**src/rtl/key_pkg.sv**
```systemverilog
// Shared types and counter widths for the push-button debouncer.
package key_pkg;

  typedef enum logic [1:0] {
    StIdle     = 2'd0,
    StPressChk = 2'd1,
    StPressed  = 2'd2,
    StRelChk   = 2'd3
  } key_state_e;

  localparam int unsigned StabW = 4;
  localparam int unsigned HoldW = 8;
  localparam int unsigned RepW  = 8;

  localparam logic [StabW-1:0] StabOne = StabW'(1);
  localparam logic [HoldW-1:0] HoldOne = HoldW'(1);
  localparam logic [RepW-1:0]  RepOne  = RepW'(1);

endpackage

```
**src/rtl/key_debounce_ch.sv**
```systemverilog
// One-key debounce FSM: accepts level changes after STABLE_N agreeing samples and
// generates press, release and long-press repeat pulses.
module key_debounce_ch
  import key_pkg::*;
#(
  parameter int unsigned STABLE_N     = 2,
  parameter int unsigned HOLD_TICKS   = 12,
  parameter int unsigned REPEAT_TICKS = 3
) (
  input  logic clk_i,
  input  logic rst_ni,
  input  logic tick_i,
  input  logic s_key_i,
  output logic level_o,
  output logic press_o,
  output logic release_o,
  output logic repeat_o
);

  localparam logic [StabW-1:0] StabN     = StabW'(STABLE_N);
  localparam logic [HoldW-1:0] HoldTicks = HoldW'(HOLD_TICKS);
  localparam logic [RepW-1:0]  RepTicks  = RepW'(REPEAT_TICKS);

  key_state_e       state_q, state_d;
  logic [StabW-1:0] stab_q, stab_d, stab_inc;
  logic [HoldW-1:0] hold_q, hold_d;
  logic [RepW-1:0]  rep_q, rep_d;
  logic             level_q, level_d;
  logic             press_q, press_d;
  logic             release_q, release_d;
  logic             repeat_q, repeat_d;

  assign stab_inc = (stab_q == '1) ? stab_q : stab_q + StabOne;

  always_comb begin
    state_d   = state_q;
    stab_d    = stab_q;
    hold_d    = hold_q;
    rep_d     = rep_q;
    level_d   = level_q;
    press_d   = 1'b0;
    release_d = 1'b0;
    repeat_d  = 1'b0;
    if (tick_i) begin
      unique case (state_q)
        StIdle: begin
          if (s_key_i) begin
            if (STABLE_N == 1) begin
              state_d = StPressed;
              stab_d  = '0;
              level_d = 1'b1;
              press_d = 1'b1;
              hold_d  = '0;
            end else begin
              stab_d  = StabOne;
              state_d = StPressChk;
            end
          end
        end
        StPressChk: begin
          if (s_key_i) begin
            stab_d = stab_inc;
            if (stab_inc >= StabN) begin
              state_d = StPressed;
              stab_d  = '0;
              level_d = 1'b1;
              press_d = 1'b1;
              hold_d  = '0;
            end
          end else begin
            state_d = StIdle;
            stab_d  = '0;
          end
        end
        StPressed: begin
          if (!s_key_i) begin
            if (STABLE_N == 1) begin
              state_d   = StIdle;
              stab_d    = '0;
              level_d   = 1'b0;
              release_d = 1'b1;
            end else begin
              stab_d  = StabOne;
              state_d = StRelChk;
            end
          end else if (hold_q < HoldTicks) begin
            hold_d = hold_q + HoldOne;
            if (hold_d == HoldTicks) begin
              repeat_d = 1'b1;
              rep_d    = '0;
            end
          end else begin
            // Past the initial hold: hold_cnt only saturates, rep_cnt sets the cadence.
            hold_d = (hold_q == '1) ? hold_q : hold_q + HoldOne;
            rep_d  = rep_q + RepOne;
            if (rep_d >= RepTicks) begin
              repeat_d = 1'b1;
              rep_d    = '0;
            end
          end
        end
        StRelChk: begin
          if (!s_key_i) begin
            stab_d = stab_inc;
            if (stab_inc >= StabN) begin
              state_d   = StIdle;
              stab_d    = '0;
              level_d   = 1'b0;
              release_d = 1'b1;
            end
          end else begin
            state_d = StPressed;
          end
        end
        default: state_d = StIdle;
      endcase
    end
  end

  always_ff @(posedge clk_i or negedge rst_ni) begin
    if (!rst_ni) begin
      state_q   <= StIdle;
      stab_q    <= '0;
      hold_q    <= '0;
      rep_q     <= '0;
      level_q   <= 1'b0;
      press_q   <= 1'b0;
      release_q <= 1'b0;
      repeat_q  <= 1'b0;
    end else begin
      state_q   <= state_d;
      stab_q    <= stab_d;
      hold_q    <= hold_d;
      rep_q     <= rep_d;
      level_q   <= level_d;
      press_q   <= press_d;
      release_q <= release_d;
      repeat_q  <= repeat_d;
    end
  end

  assign level_o   = level_q;
  assign press_o   = press_q;
  assign release_o = release_q;
  assign repeat_o  = repeat_q;

endmodule

```
**src/rtl/key_debounce.sv**
```systemverilog
// Multi-key debouncer: synchronises active-low buttons, derives the sample tick from
// the rising edge of clk_25hz and runs one debounce channel per key.
module key_debounce
  import key_pkg::*;
#(
  parameter int unsigned KEY_W        = 4,
  parameter int unsigned STABLE_N     = 2,
  parameter int unsigned HOLD_TICKS   = 12,
  parameter int unsigned REPEAT_TICKS = 3
) (
  input  logic             clk_50Mhz,
  input  logic             rst_n,
  input  logic             clk_25hz,
  input  logic [KEY_W-1:0] key_in,
  output logic [KEY_W-1:0] key_level,
  output logic [KEY_W-1:0] key_press,
  output logic [KEY_W-1:0] key_release,
  output logic [KEY_W-1:0] key_repeat
);

  logic [KEY_W-1:0] sync1_q, sync1_d;
  logic [KEY_W-1:0] sync2_q, sync2_d;
  logic             strobe_q, strobe_d;
  logic [KEY_W-1:0] s_key;
  logic             tick;

  always_comb begin
    sync1_d  = key_in;
    sync2_d  = sync1_q;
    strobe_d = clk_25hz;
  end

  always_ff @(posedge clk_50Mhz or negedge rst_n) begin
    if (!rst_n) begin
      sync1_q  <= '1;
      sync2_q  <= '1;
      strobe_q <= 1'b0;
    end else begin
      sync1_q  <= sync1_d;
      sync2_q  <= sync2_d;
      strobe_q <= strobe_d;
    end
  end

  assign s_key = ~sync2_q;
  assign tick  = clk_25hz & ~strobe_q;

  for (genvar i = 0; i < KEY_W; i++) begin : g_ch
    key_debounce_ch #(
      .STABLE_N     (STABLE_N),
      .HOLD_TICKS   (HOLD_TICKS),
      .REPEAT_TICKS (REPEAT_TICKS)
    ) u_ch (
      .clk_i     (clk_50Mhz),
      .rst_ni    (rst_n),
      .tick_i    (tick),
      .s_key_i   (s_key[i]),
      .level_o   (key_level[i]),
      .press_o   (key_press[i]),
      .release_o (key_release[i]),
      .repeat_o  (key_repeat[i])
    );
  end

endmodule

```
**config.mk**
```make
export PLATFORM = sky130hd
export DESIGN_NAME = key_debounce
export DESIGN_NICKNAME = d
export VERILOG_FILES = /design/src/rtl/key_pkg.sv /design/src/rtl/key_debounce_ch.sv /design/src/rtl/key_debounce.sv
export SDC_FILE = /design/constraint.sdc
export NUM_CORES = 1
export LEC_CHECK = 0
export CORE_MARGIN = 4
export CORE_UTILIZATION = 40
export DETAILED_ROUTE_END_ITERATION = 10
export SLEW_MARGIN = 20
export SYNTH_ARGS = -nofsm -noshare
export SYNTH_HDL_FRONTEND = slang
export SYNTH_SLANG_ARGS = --single-unit
export TNS_END_PERCENT = 20
```
**constraint.sdc**
```tcl
create_clock -name clk_50Mhz -period 2.3 [get_ports clk_50Mhz]
set_input_delay 0.69 -clock clk_50Mhz [delete_from_list [all_inputs] [get_ports clk_50Mhz]]
set_output_delay 0.69 -clock clk_50Mhz [all_outputs]
set_load 0.1 [all_outputs]
```
---- Word level (Yosys, flattened, before mapping) ----
Index checks and enable logic that the tools add are counted.
storage, ports and cells
  register bits after elaboration ......... 113
  input bits .............................. 7
  output and inout bits ................... 16
  logic and storage cells ................. 326
operators by class
  add/sub/neg operators ................... 12
  $lt $le $gt $ge ......................... 12
  eq/ne operators ......................... 68
  muxes and demuxes ....................... 164
  bitwise logic cells ..................... 3
  reductions and logical operators ........ 32
operator list
  operator             number
  $mux 8               32
  $mux 4               24
  $mux 1               68
  $add 8x1->8 const B  8
  $pmux 4 s4           4
  $pmux 8 s2           4
  $mux 2               24
  $ne 2x2->1 const B   24
  $reduce_and 6->1     8
  $ne 3x2->1 const B   12
  $eq 8x4->1 const B   4
  $eq 8x8->1 const B   4
  $ge 8x2->1 const B   4
  $lt 8x4->1 const B   4
  $pmux 2 s4           4
  $reduce_and 4->1     8
  $reduce_and 5->1     4
  $add 4x1->4 const B  4
  $eq 2x2->1 const B   8
  $eq 4x4->1 const B   4
  $ge 4x2->1 const B   4
  $ne 2x1->1 const B   8
  $reduce_bool 2->1    8
  $eq 2x1->1 const B   4
  5 further kinds      11

---- Logic depth before layout (Yosys ltp) ----
  depth after elaboration ................. 7
  gate-level depth with buffers ........... 8
  depth with buffers taken out ............ 7

---- Modules after synthesis ----
From an unflattened synthesis, not the netlist that was laid out.
unflattened totals
  cells, all modules ...................... 530
  area, all modules ....................... 5600.4 um^2
modules (own cells, without submodules)
  module                               times used  cells an instance  area each (um^2)  seq. area each (um^2)
  key_debounce_ch at g_ch[0].u_ch ...  2           128                1358.8            650.6
  key_debounce_ch at g_ch[2].u_ch      1           129                1323.8            650.6
  key_debounce_ch at g_ch[3].u_ch      1           131                1295.0            650.6
  key_debounce                         1           14                 264.0             235.2

---- Worst setup path after synthesis ----
No wires, ideal clock.
  path type ............................... input-to-reg
  from .................................... in clk_25hz
  to ...................................... reg g_ch[3].u_ch.hold_q[0]
  library setup time ...................... 69 ps
  arrival ................................. 1884 ps
  data required time ...................... 2231 ps
  path slack .............................. 347 ps
  cell stages on the path ................. 6
  path buffers ............................ 1
  cell sequence ........................... nor2b_1 -> buf_2 -> o211ai_1 -> a31o_2 -> or4b_1 -> nand3_1
between the ends
  longest elaborated chain between the ends .. 2
RTL lines
  element                            line                    RTL
  start: declaration                 key_debounce.sv:13      input logic clk_25hz,
  $and 1x1->1                        key_debounce.sv:46      assign tick = clk_25hz & ~strobe_q;
  $reduce_and 6->1 (no source line)  --
  end signal: assignment             key_debounce_ch.sv:133  hold_q <= hold_d;
  end: declaration                   key_debounce_ch.sv:26   logic [HoldW-1:0] hold_q, hold_d;
Every way passes these cells.
A chain may end at the register's enable or synchronous reset.

---- Final worst setup path ----
  from .................................... in clk_25hz
  to ...................................... reg g_ch[1].u_ch.hold_q[5]
between the ends
  longest elaborated chain between the ends .. 2
RTL lines
  element                            line
  $and 1x1->1                        key_debounce.sv:46
  $reduce_and 6->1 (no source line)  --
  end signal: assignment             key_debounce_ch.sv:133
  end: declaration                   key_debounce_ch.sv:26
Every way passes these cells.

==> key figures <==
Worst setup path
  – Worst Path Max Fanout: 10
  – Crit end category: flip-flop
  – Setup CP Type: in -> reg
  – CP most frequent cell: buf_4
  – Peak per-stage delay on the critical path: 490 ps
  – CP required: 2620 ps
  – Startpoint types: primary input
  – WP data arrival: 2430 ps
  – Worst-path cell chain: clkdlybuf4s50_1 -> nor2b_1 -> buf_4 -> buf_4 -> and3_1 -> o21a_1 -> nand2_1 -> o31ai_1
  – Top delay family on crit path: buffers and inverters
  – CP Buf/Inv Count: 3
  – Crit path max-delay cell type: clkdlybuf4s50_1

Placed design
  – DP Area: 0.00659 mm2
  – Gpl congestion: 0.844
  – Placed cells: 846
  – Pre-CTS setup slack: -222 ps
  – IO buf count: 22
  – Final HPWL DP: 8.85 mm

Layout
  – Commonest non-fill, non-tap cell in the layout: dfrtp_1
  – Area growth, synth to finish: 17.7%
  – Share of layout cells above drive strength 1: 14.0%
  – Final #Nets: 721
  – Fillers: between 1k and 1.5k
  – # diodes: 0
  – Final Util: 48.8%
  – Commonest cells after routing, fill and taps aside: dfrtp_1, nand2_1, and2_1
  – Finished Cell Area: 0.00720 mm2
  – Final std cells w/o fill: ~880

Synth
  – Post-synthesis sequential area ratio: 46.4%
  – Xor-xnor portion of the synthesized cell area: 0.429%
  – Synth cell types: 71
  – Post-synth EDFFs: 0
  – Synth Area in Simple Gates: 23.2%
  – Async SR Flop Fraction: 100%
  – Mapped Avg Cell Area: 9.55 um2
  – Syn Nets: between 600 and 700
  – Post-Syn Area: a little over 0.006 mm2
  – Most used DFF post-synth: dfrtp_1
  – Number of synthesized register bits: 113
  – Synthesis Warnings: 0
  – Compound-gate portion of the synthesized area: around 17%
  – Multiplexer share of the synthesized area: ~1.2%
  – Post-synthesis cell count: around 640
  – Largest family of logic cells by synthesized area: simple AND/OR/NAND/NOR gates
  – Adder-Cell Fraction of Synth Area: 6.75%

STA
  – Max transition margin: 50.7%
  – RSZ-0062 raised after global routing: false
  – Final Hold Vio Count: 0
  – Crit path time final: 2110 ps
  – Setup_tns: 0 ps
  – Clock Skew: 4.91 ps
  – Slew of the pin with the lowest slew margin: 721 ps
  – Post-route setup slack: 192 ps
  – Slew Limit Fails: 0
  – Fmax: around 470 MHz
  – Setup violations, final: 0
  – Period utilization: 91.7%

Global routing
  – GRT Total Usage: between 10% and 20%
  – First-pass GRT wire length: 22.2 mm
  – Initial antenna violation count: 0
  – Vias in the first global route: ~4.8k
  – Gr ovfl total: 0
  – Largest net degree at the start of global routing: 48

Flow run
  – Max-Cap Viols: 0

Clocking
  – Clock Pin Slew Worst Setup and Hold Paths: 50 ps
  – Clk root buf: clkbuf_16
  – CTS tree: done
  – Hold Buf Count CTS: 0
  – Clk buf depth: 2
  – Num Clock Sinks: between 100 and 150
  – # resized after CTS: 0
  – Number of H-tree levels: 4
  – Clock latency at the later pin of the worst-skew pair: 420 ps
  – Total CTS buffers: 17
  – Postcts setup bufs: 0

Floorplan
  – Initial Utilization: 41.5%
  – Die Y: around 130 um
  – Core area: 0.0148 mm2
  – Cell row count: 44
  – Ports: 23
  – Die Wd: about 130 um
  – Die area: 0.0173 mm2

Routing
  – Via density: about 5.6
  – DRC Markers: 0
  – DRT iter0 DRCs: 271
  – DRT Pass-1 Iters: 4
  – Final ANT Viol Nets: 0
  – WL per Instance: 14.4 um
  – Vias: 4,889
  – Post-Route WL: 12.6 mm

Power
  – Peak VDD IR: approximately 0.65 mV
  – Pwr dens: around 1100 mW/mm2
  – Pleak: 0.00326 uW

Hold path
  – Worst Hold Class: in -> async

Run status
  – Outcome: completed
-- flip-flops by register name, indices dropped and copies added, names as in the netlist, 4 cells and up, named ones only --
register and flops:
g_ch.u_ch.hold_q 32, g_ch.u_ch.rep_q 32, g_ch.u_ch.stab_q 16, g_ch.u_ch.level_o 4, g_ch.u_ch.press_o 4, g_ch.u_ch.release_o 4, g_ch.u_ch.repeat_o 4, g_ch.u_ch.state_q 4
sync1_q 4, sync2_q 4
-- synthesized netlist by cell type, types with 5 or more instances --
library cell  instances  area [um2]
dfrtp_1             105        2630
nand2_1              62         233
and2_1               44         275
nor2_1               39         146
o21ai_0              39         195
ha_1                 33         413
nand3_1              30         150
inv_1                28         105
a21oi_1              21         105
nor3_1               17        85.1
buf_4                16         120
o211ai_1             14         105
a31oi_1              13        81.3
nand4_1              13        81.3
o31ai_1              12        90.1
clkbuf_1             11        41.3
o21ai_1              11        55.1
and3_1               10        62.6
nor4_1               10        62.6
dfstp_2               8         210
nand2b_1              8        50.1
nor2b_1               8        50.1
o41ai_1               7        61.3
o21a_1                6        45.0
mux2i_1               5        50.1
-- path summary, 6_finish.rpt --
kind	slack, ps	from	to	cells after the start
worst max-delay path	190	clk_25hz	g_ch[1].u_ch.hold_q[5]	8
worst min-delay path	80	rst_n	g_ch[0].u_ch.rep_q[4]	1
worst max register to register	240	flip-flop	g_ch[1].u_ch.state_q[0]	6
worst min register to register	350	sync1_q[1]	sync2_q[1]	0
max in group asynchronous	1670	rst_n	g_ch[2].u_ch.repeat_o	2
min in group clk_50Mhz	350	sync1_q[1]	sync2_q[1]	0
-- worst reg2reg max path, delay by kind of cell, from the launching register on --
kind	cells	cell delay (ps)
compound gates	1	680
fa+ha+maj	1	250
buf+inv	1	110
flops	1	400
mux	1	300
simple gates	2	200
-- kinds of logic (layout without fill, tap and decap cells) --
| kind of cell | Yosys count | count (layout) |
|---|---|---|
| xor gates and xnor gates | 3 | 3 |
| adders and majority gates | 33 | 33 |
| muxes | 7 | 7 |
| and+or+nand+nor | 266 | 266 |
| AOI/OAI and AO/OA | 161 | 161 |
| DFF | 113 | 113 |
| buffers and inverters | 58 | 111 |
-- stage by stage --
stage	hold slack (ps)	total power, uW
CTS	61.3	7660
detailed placement	347	4930
finish	79.3	7580
floorplan	345	4320
global placement	346	4860
global route	64.9	8110
-- cell type report --
class | instances | area, um2 | area share [%]
multi-input cells | 470 | 3010 | 41.8
well taps | 184 | 230 | 3.20
flip-flops and latches | 113 | 2840 | 39.4
clock buffers | 21 | 470 | 6.53
inverters | 29 | 109 | 1.51
clock inverters | 11 | 135 | 1.88
repair buffers | 50 | 413 | 5.73
-- power by group --
group,leakage (uW),switching [uW],internal [uW]
clock,0.000298,891,1770
combinational,0.00148,1400,866
sequential,0.00148,364,2290
-- metal layers --
metal  track usage (%)  wire, um
met5                 0         0
met2              23.6      5760
met3              4.63       501
met4              6.36       242
met1              20.4      6100
Note: power is estimated with default switching activity, not from simulation.
==> variant 1: new RTL, same flow settings <==
Register the output `key_press`, with the module's reset; this adds one clock of latency there. The other outputs are not delayed to match.
--- a/src/rtl/key_debounce.sv
+++ b/src/rtl/key_debounce.sv
@@ -19,2 +19,4 @@
 );
+
+  logic [KEY_W-1:0] key_press_d;
 
@@ -58,3 +60,3 @@
       .level_o   (key_level[i]),
-      .press_o   (key_press[i]),
+      .press_o   (key_press_d[i]),
       .release_o (key_release[i]),
@@ -64,2 +66,10 @@
 
+  always_ff @(posedge clk_50Mhz or negedge rst_n) begin
+    if (!rst_n) begin
+      key_press <= '0;
+    end else begin
+      key_press <= key_press_d;
+    end
+  end
+
 endmodule
Behaviour: no difference found for any inputs over 4 cycles, from zero or initial values and one cycle with rst_n low; that may be too few to reach the edited logic, so the function may still have changed.
==> variant 1 against the unedited design <==
  * Setup slack lost 67 ps
  * Clock power grew 6%
  * Wire length grew 1.4%
  * Sequential cell count grew 4
  * Critical path type unchanged
  * Area after synthesis grew 2.5%
  * Critical path depth shrank 2
  * Total power grew 5.4%
  * Global-route usage is essentially flat
  * Utilization grew 0.15 points
  * Sequential power grew 6%
  * Design area grew 3.7%
  * Via count shrank 0.74%
  * Worst hold slack gained 180 ps
==> variant 1: results (changes against the unedited design) <==
| Metric | Value |
|---|---|
| Top post-synthesis cells by area | dfrtp_1 43%, ha_1 6.6%, and2_1 3.9% |
| Switch Pwr | 2.80 mW (+5.1%) |
| Hold Path Class | primary input to asynchronous set/reset pin |
| First-pass GRT wire length | 22.7 mm (+2.0%) |
| Average wire per standard cell | 14.1 µm (-1.7%) |
| Seq/Total Area, Yosys | 46.8% (+0.47 points) |
| DP HPWL | 9.03 mm (+2.0%) |
| Placed cell area | 0.00682 mm² (+3.4%) |
| Synth cell count leaders | 109 x dfrtp_1, 61 x nand2_1, 39 x and2_1, 39 x o21ai_0, 34 x inv_1 |
| Skew final | 4.94 ps (+0.0317 ps) |
| Routed vias/inst | 5.36 (-3.7%) |
| Layout cells sized above 1 | 16.0% (+2.0 points) |
| Leakage Power | 3.40 nW (+4.4%) |
| Total GRT Usage | 15.3% (-0.023 points) |
| Largest net degree at the start of global routing | 38 (-21%) |
| Yosys cell types | 79 (+11%) |
| Crit path arrival time | 2480 ps (+50 ps) |
| Crit path max fanout | 6 (-4) |
| Final Wtd Congestion | 0.793 (-6.1%) |
| DR iter-0 viols | 264 (-2.6%) |
| Drt pass-1 iters | 5 (+1) |
| Syn. warnings | 0 (unchanged) |
| Outcome | finished, final reports clean |
| TritonCTS buffer count | 17 (unchanged) |
| Max_slew headroom | 58.2% (+7.6 points) |
| Max IR drop VDD | 0.000543 V (-16%) |
| Syn_nets | 674 (-1.0%) |
| Vias in the first global route | 4,794 (+0.86%) |
==> variant 1: cell count changes in the layout (fill, tap and decap cells not counted), moves of 5 or more <==
cell	before	now
o21ai_1	11	2
nor2_1	39	22
and2_1	44	39
buf_4	43	52
a41oi_1	1	9
inv_1	28	34
==> variant 1: area by class of cell <==
cell class,count,area [µm²]
clock inverter,9,148
multi-input combinational,452,3030
inverter,34,128
fill,1396,7790
tap,211,264
clock buffer,23,488
sequential,117,2940
timing repair buffer,59,480
==> variant 1: timing repair <==
| action | 4_1_cts | 5_1_grt |
|---|---|---|
| setup endpoints to repair | 0 | 9 |
| endpoints found under the hold margin | 0 | 0 |
| gates resized for setup | 0 | 3 |
| buffers inserted | 0 | 2 |
==> variant 1: routing by layer <==
layer	vias to the layer above	track usage [%]	wire length [µm]
met5	-	0	0
met4	0	5.77	197
met3	24	4.12	493
met2	112	24.2	5970
met1	2320	20.3	6130
li1	2397	-	-
==> variant 1: power by group through the flow <==
stage          Sequential (mW)  Clock, mW  Combinational (mW)
2_1_floorplan             2.70          0                1.88
3_3_place_gp              2.80          0                2.30
3_5_place_dp              2.83          0                2.36
4_1_cts                   2.80       2.87                2.38
5_1_grt                   2.87       2.97                2.67
6_report                  2.81       2.81                2.38
==> variant 1: final timing paths <==
kind                       cells past startpoint                endpoint                     from  slack (ps)
min in group clk_50Mhz                         0            key_press[0]     g_ch[0].u_ch.press_o         340
min                                            1   g_ch[3].u_ch.rep_q[3]                    rst_n         260
max reg2reg                                    7  g_ch[3].u_ch.hold_q[0]  g_ch[3].u_ch.state_q[0]         240
max in group asynchronous                      2              sync2_q[3]                    rst_n        1370
max                                            6  g_ch[0].u_ch.hold_q[2]                 clk_25hz         130
min reg2reg                                    0            key_press[0]     g_ch[0].u_ch.press_o         340
==> variant 1: worst max-delay path, cell delays in order <==
cell and delay (ps):
clkdlybuf4s50_1 530, nor2b_4 290, o211ai_4 100, a31o_1 250, or2_1 320, o31ai_1 290
==> variant 1: cell families after synthesis <==
family / Yosys count / synth area share [%]
flip-flops: 117 / 46.8
AO/OA/AOI/OAI: 163 / 18.7
buffers and inverters: 65 / 5.03
XOR/XNOR: 6 / 0.838
multiplexers: 10 / 1.70
adder cells (fa/ha/maj): 33 / 6.58
AND/OR/NAND/NOR: 240 / 20.3
==> variant 1: stage by stage <==
stage               utilization (%)  std cells  setup slack (ps)  total power [mW]
floorplan                         -        634               295              4.58
global placement               44.7        871              -332              5.11
detailed placement             44.7        871              -428              5.19
CTS                            48.8        903              23.3              8.05
global route                   49.0        905              25.7              8.51
finish                         49.0        905               125              7.99
==> variant 2: new RTL, config.mk and constraints unchanged <==
Without the edit above. `HoldW`: 8 -> 10.
--- a/src/rtl/key_pkg.sv
+++ b/src/rtl/key_pkg.sv
@@ -11,3 +11,3 @@
   localparam int unsigned StabW = 4;
-  localparam int unsigned HoldW = 8;
+  localparam int unsigned HoldW = 10;
   localparam int unsigned RepW  = 8;
Behaviour: same outputs for any inputs over 4 cycles, from zero or initial values and one cycle with rst_n low; that may be too few to reach the edited logic, so the function may still have changed.
==> variant 2 against the unedited design <==
  * Area after synthesis up 8.8%
  * Total power up 8.5%
  * Non-clock buffer count up 4
  * Sequential cell count up 8
  * Register-to-register slack worse by 130 ps
  * Critical path depth unchanged
  * Wire length up 5.9%
  * Combinational power up 11%
  * Design area up 7.7%
  * Setup slack worse by 86 ps
==> variant 2: results (changes against the unedited design) <==
| Metric | Value |
|---|---|
| Outcome | finished, final reports clean |
| Top_reg_cell synth | dfrtp_1 |
| DR WL met3 | 450 µm (-10%) |
| H-tree Lvls | 4 (unchanged) |
| Yosys cell types | 68 (-4.2%) |
| DR iter-0 viols | 328 (+21%) |
| Vias in the first global route | 5,020 (+5.6%) |
| Top post-synthesis cells by area | dfrtp_1 42%, ha_1 7.0%, nand2_1 5.5% |
| Skew final | 5.47 ps (+0.562 ps) |
| Top Metal Used | met4 |
| Root buffer cell | clkbuf_16 |
| Total GRT Usage | 15.6% (+0.25 points) |
| Clock latency on the worst-skew pair | 420 ps (about the same) |
| CTS clock-pin slew for the worst setup and hold paths | 60 ps |
| Average wire per standard cell | 13.8 µm (-4.0%) |
| I/O Buffers | 22 (unchanged) |
| Final Wtd Congestion | 0.844 (about the same) |
| Synth cell count leaders | 113 x dfrtp_1, 97 x nand2_1, 50 x nand3_1 |
| Post-synth ARST share | 100% (unchanged) |
| Largest net degree at the start of global routing | 40 (-17%) |
| Syn. warnings | 0 (unchanged) |
| Hold Path Class | primary input to asynchronous set/reset pin |
| Crit path max fanout | 11 (+1) |
| Setup repair bufs after CTS | 0 (unchanged) |
| Met2 wire len | 6.22 mm (+7.9%) |
| Ant. Diodes | 0 (unchanged) |
| Seq/Total Area, Yosys | 45.6% (-0.73 points) |
| CTS max path bufs | 2 (unchanged) |
| Worst r2r path cells | 8 (+2) |
| Antenna viol nets, final | 0 (unchanged) |
| Dpl cells | 937 (+11%) |
| Syn_nets | 749 (+10%) |
| Top flop regs | g_ch.u_ch.hold_q: 40 flops, g_ch.u_ch.rep_q: 32 flops, g_ch.u_ch.stab_q: 16 flops |
| Wl on met1 | 6.51 mm (+6.6%) |
| Drt pass-1 iters | 4 (unchanged) |
| Mapped Cells | 705 (+10%) |
| Pre-CTS setup slack | -296 ps (-73.8 ps) |
| TritonCTS buffer count | 17 (unchanged) |
| Layout cells sized above 1 | 15.8% (+1.8 points) |
| Slew @ Worst Pin | 611 ps (-110 ps) |
| Final net count | 784 (+8.7%) |
| Initial antenna violation count | 0 (unchanged) |
| First-pass GRT wire length | 23.6 mm (+6.2%) |
| Final Non-Filler Cells | 969 (+10%) |
| Leakage Power | 3.47 nW (+6.6%) |
| DP HPWL | 9.27 mm (+4.7%) |
| Max IR drop VDD | 0.000620 V (-4.0%) |
| Routed vias/inst | 5.28 (-5.1%) |
[variant 2: cell count changes in the layout (fill, tap and decap cells not counted), sizes merged, moves of 9 or more]
cell / delta
nor2b: +9
nand2: +35
nand2b: +9
and2: -13
nand3: +21
nor2: -10
[variant 2: repair_timing]
| action | 4_1_cts | 5_1_grt |
|---|---|---|
| hold buffers | 0 | 0 |
| resized for setup | 0 | 8 |
| setup endpoints to repair | 0 | 9 |
[variant 2: worst paths after layout]
kind	startpoint	slack, ps	end
hold reg to reg	sync1_q[2]	350	sync2_q[2]
max in group asynchronous	rst_n	1370	sync2_q[2]
min in group clk_50Mhz	sync1_q[2]	350	sync2_q[2]
setup / recovery	g_ch[1].u_ch.hold_q[0]	110	g_ch[1].u_ch.hold_q[9]
setup reg to reg	g_ch[1].u_ch.hold_q[0]	110	g_ch[1].u_ch.hold_q[9]
hold / removal	rst_n	230	g_ch[0].u_ch.rep_q[4]
[variant 2: cell families (layout without fill, tap and decap cells)]
kind of cell	Yosys count	count (layout)	synth area share (%)
buffers and inverters	65	113	5.07
xor gates and xnor gates	8	8	1.05
and+or+nand+nor	327	327	25.8
muxes	9	9	1.47
AOI/OAI and AO/OA	138	138	14.0
adders and majority gates	37	37	6.95
DFF	121	121	45.6
[variant 2: stage by stage]
stage          util [%]  hold slack [ps]  setup TNS [ps]  cell area, µm²
3_3_place_gp       44.3              348           -8580            7150
2_1_floorplan         -              345               0            6660
6_report           48.1              226               0            7760
4_1_cts            48.0              235               0            7740
3_5_place_dp       44.3              348           -8910            7150
5_1_grt            48.1              263           -48.7            7760
[variant 2: layer usage]
metal,track usage [%],vias to the layer above
met4,5.04,0
met2,24.7,69
met5,0,-
met3,4.38,20
met1,20.8,2451
li1,-,2579
[variant 2: critical path, cell delays in order, from the launching register on]
cell and delay (ps):
dfrtp_1 350, ha_1 250, nand3_1 160, o41ai_1 570
a21oi_2 140, o21ai_2 120, buf_4 210, o21ai_0 90
a22o_1 190
[variant 2: final cells by class]
| cell class | count | area, µm² |
|---|---|---|
| timing repair buffer | 54 | 455 |
| inverter | 27 | 101 |
| sequential | 121 | 3040 |
| clock inverter | 11 | 121 |
| fill | 1497 | 8360 |
| multi-input combinational | 519 | 3300 |
| tap | 216 | 270 |
| clock buffer | 21 | 470 |
[variant 2: where the power goes]
group | switching (mW) | total [mW] | internal [mW]
sequential | 0.527 | 3.06 | 2.53
clock | 0.974 | 2.65 | 1.67
combinational | 1.48 | 2.53 | 1.05
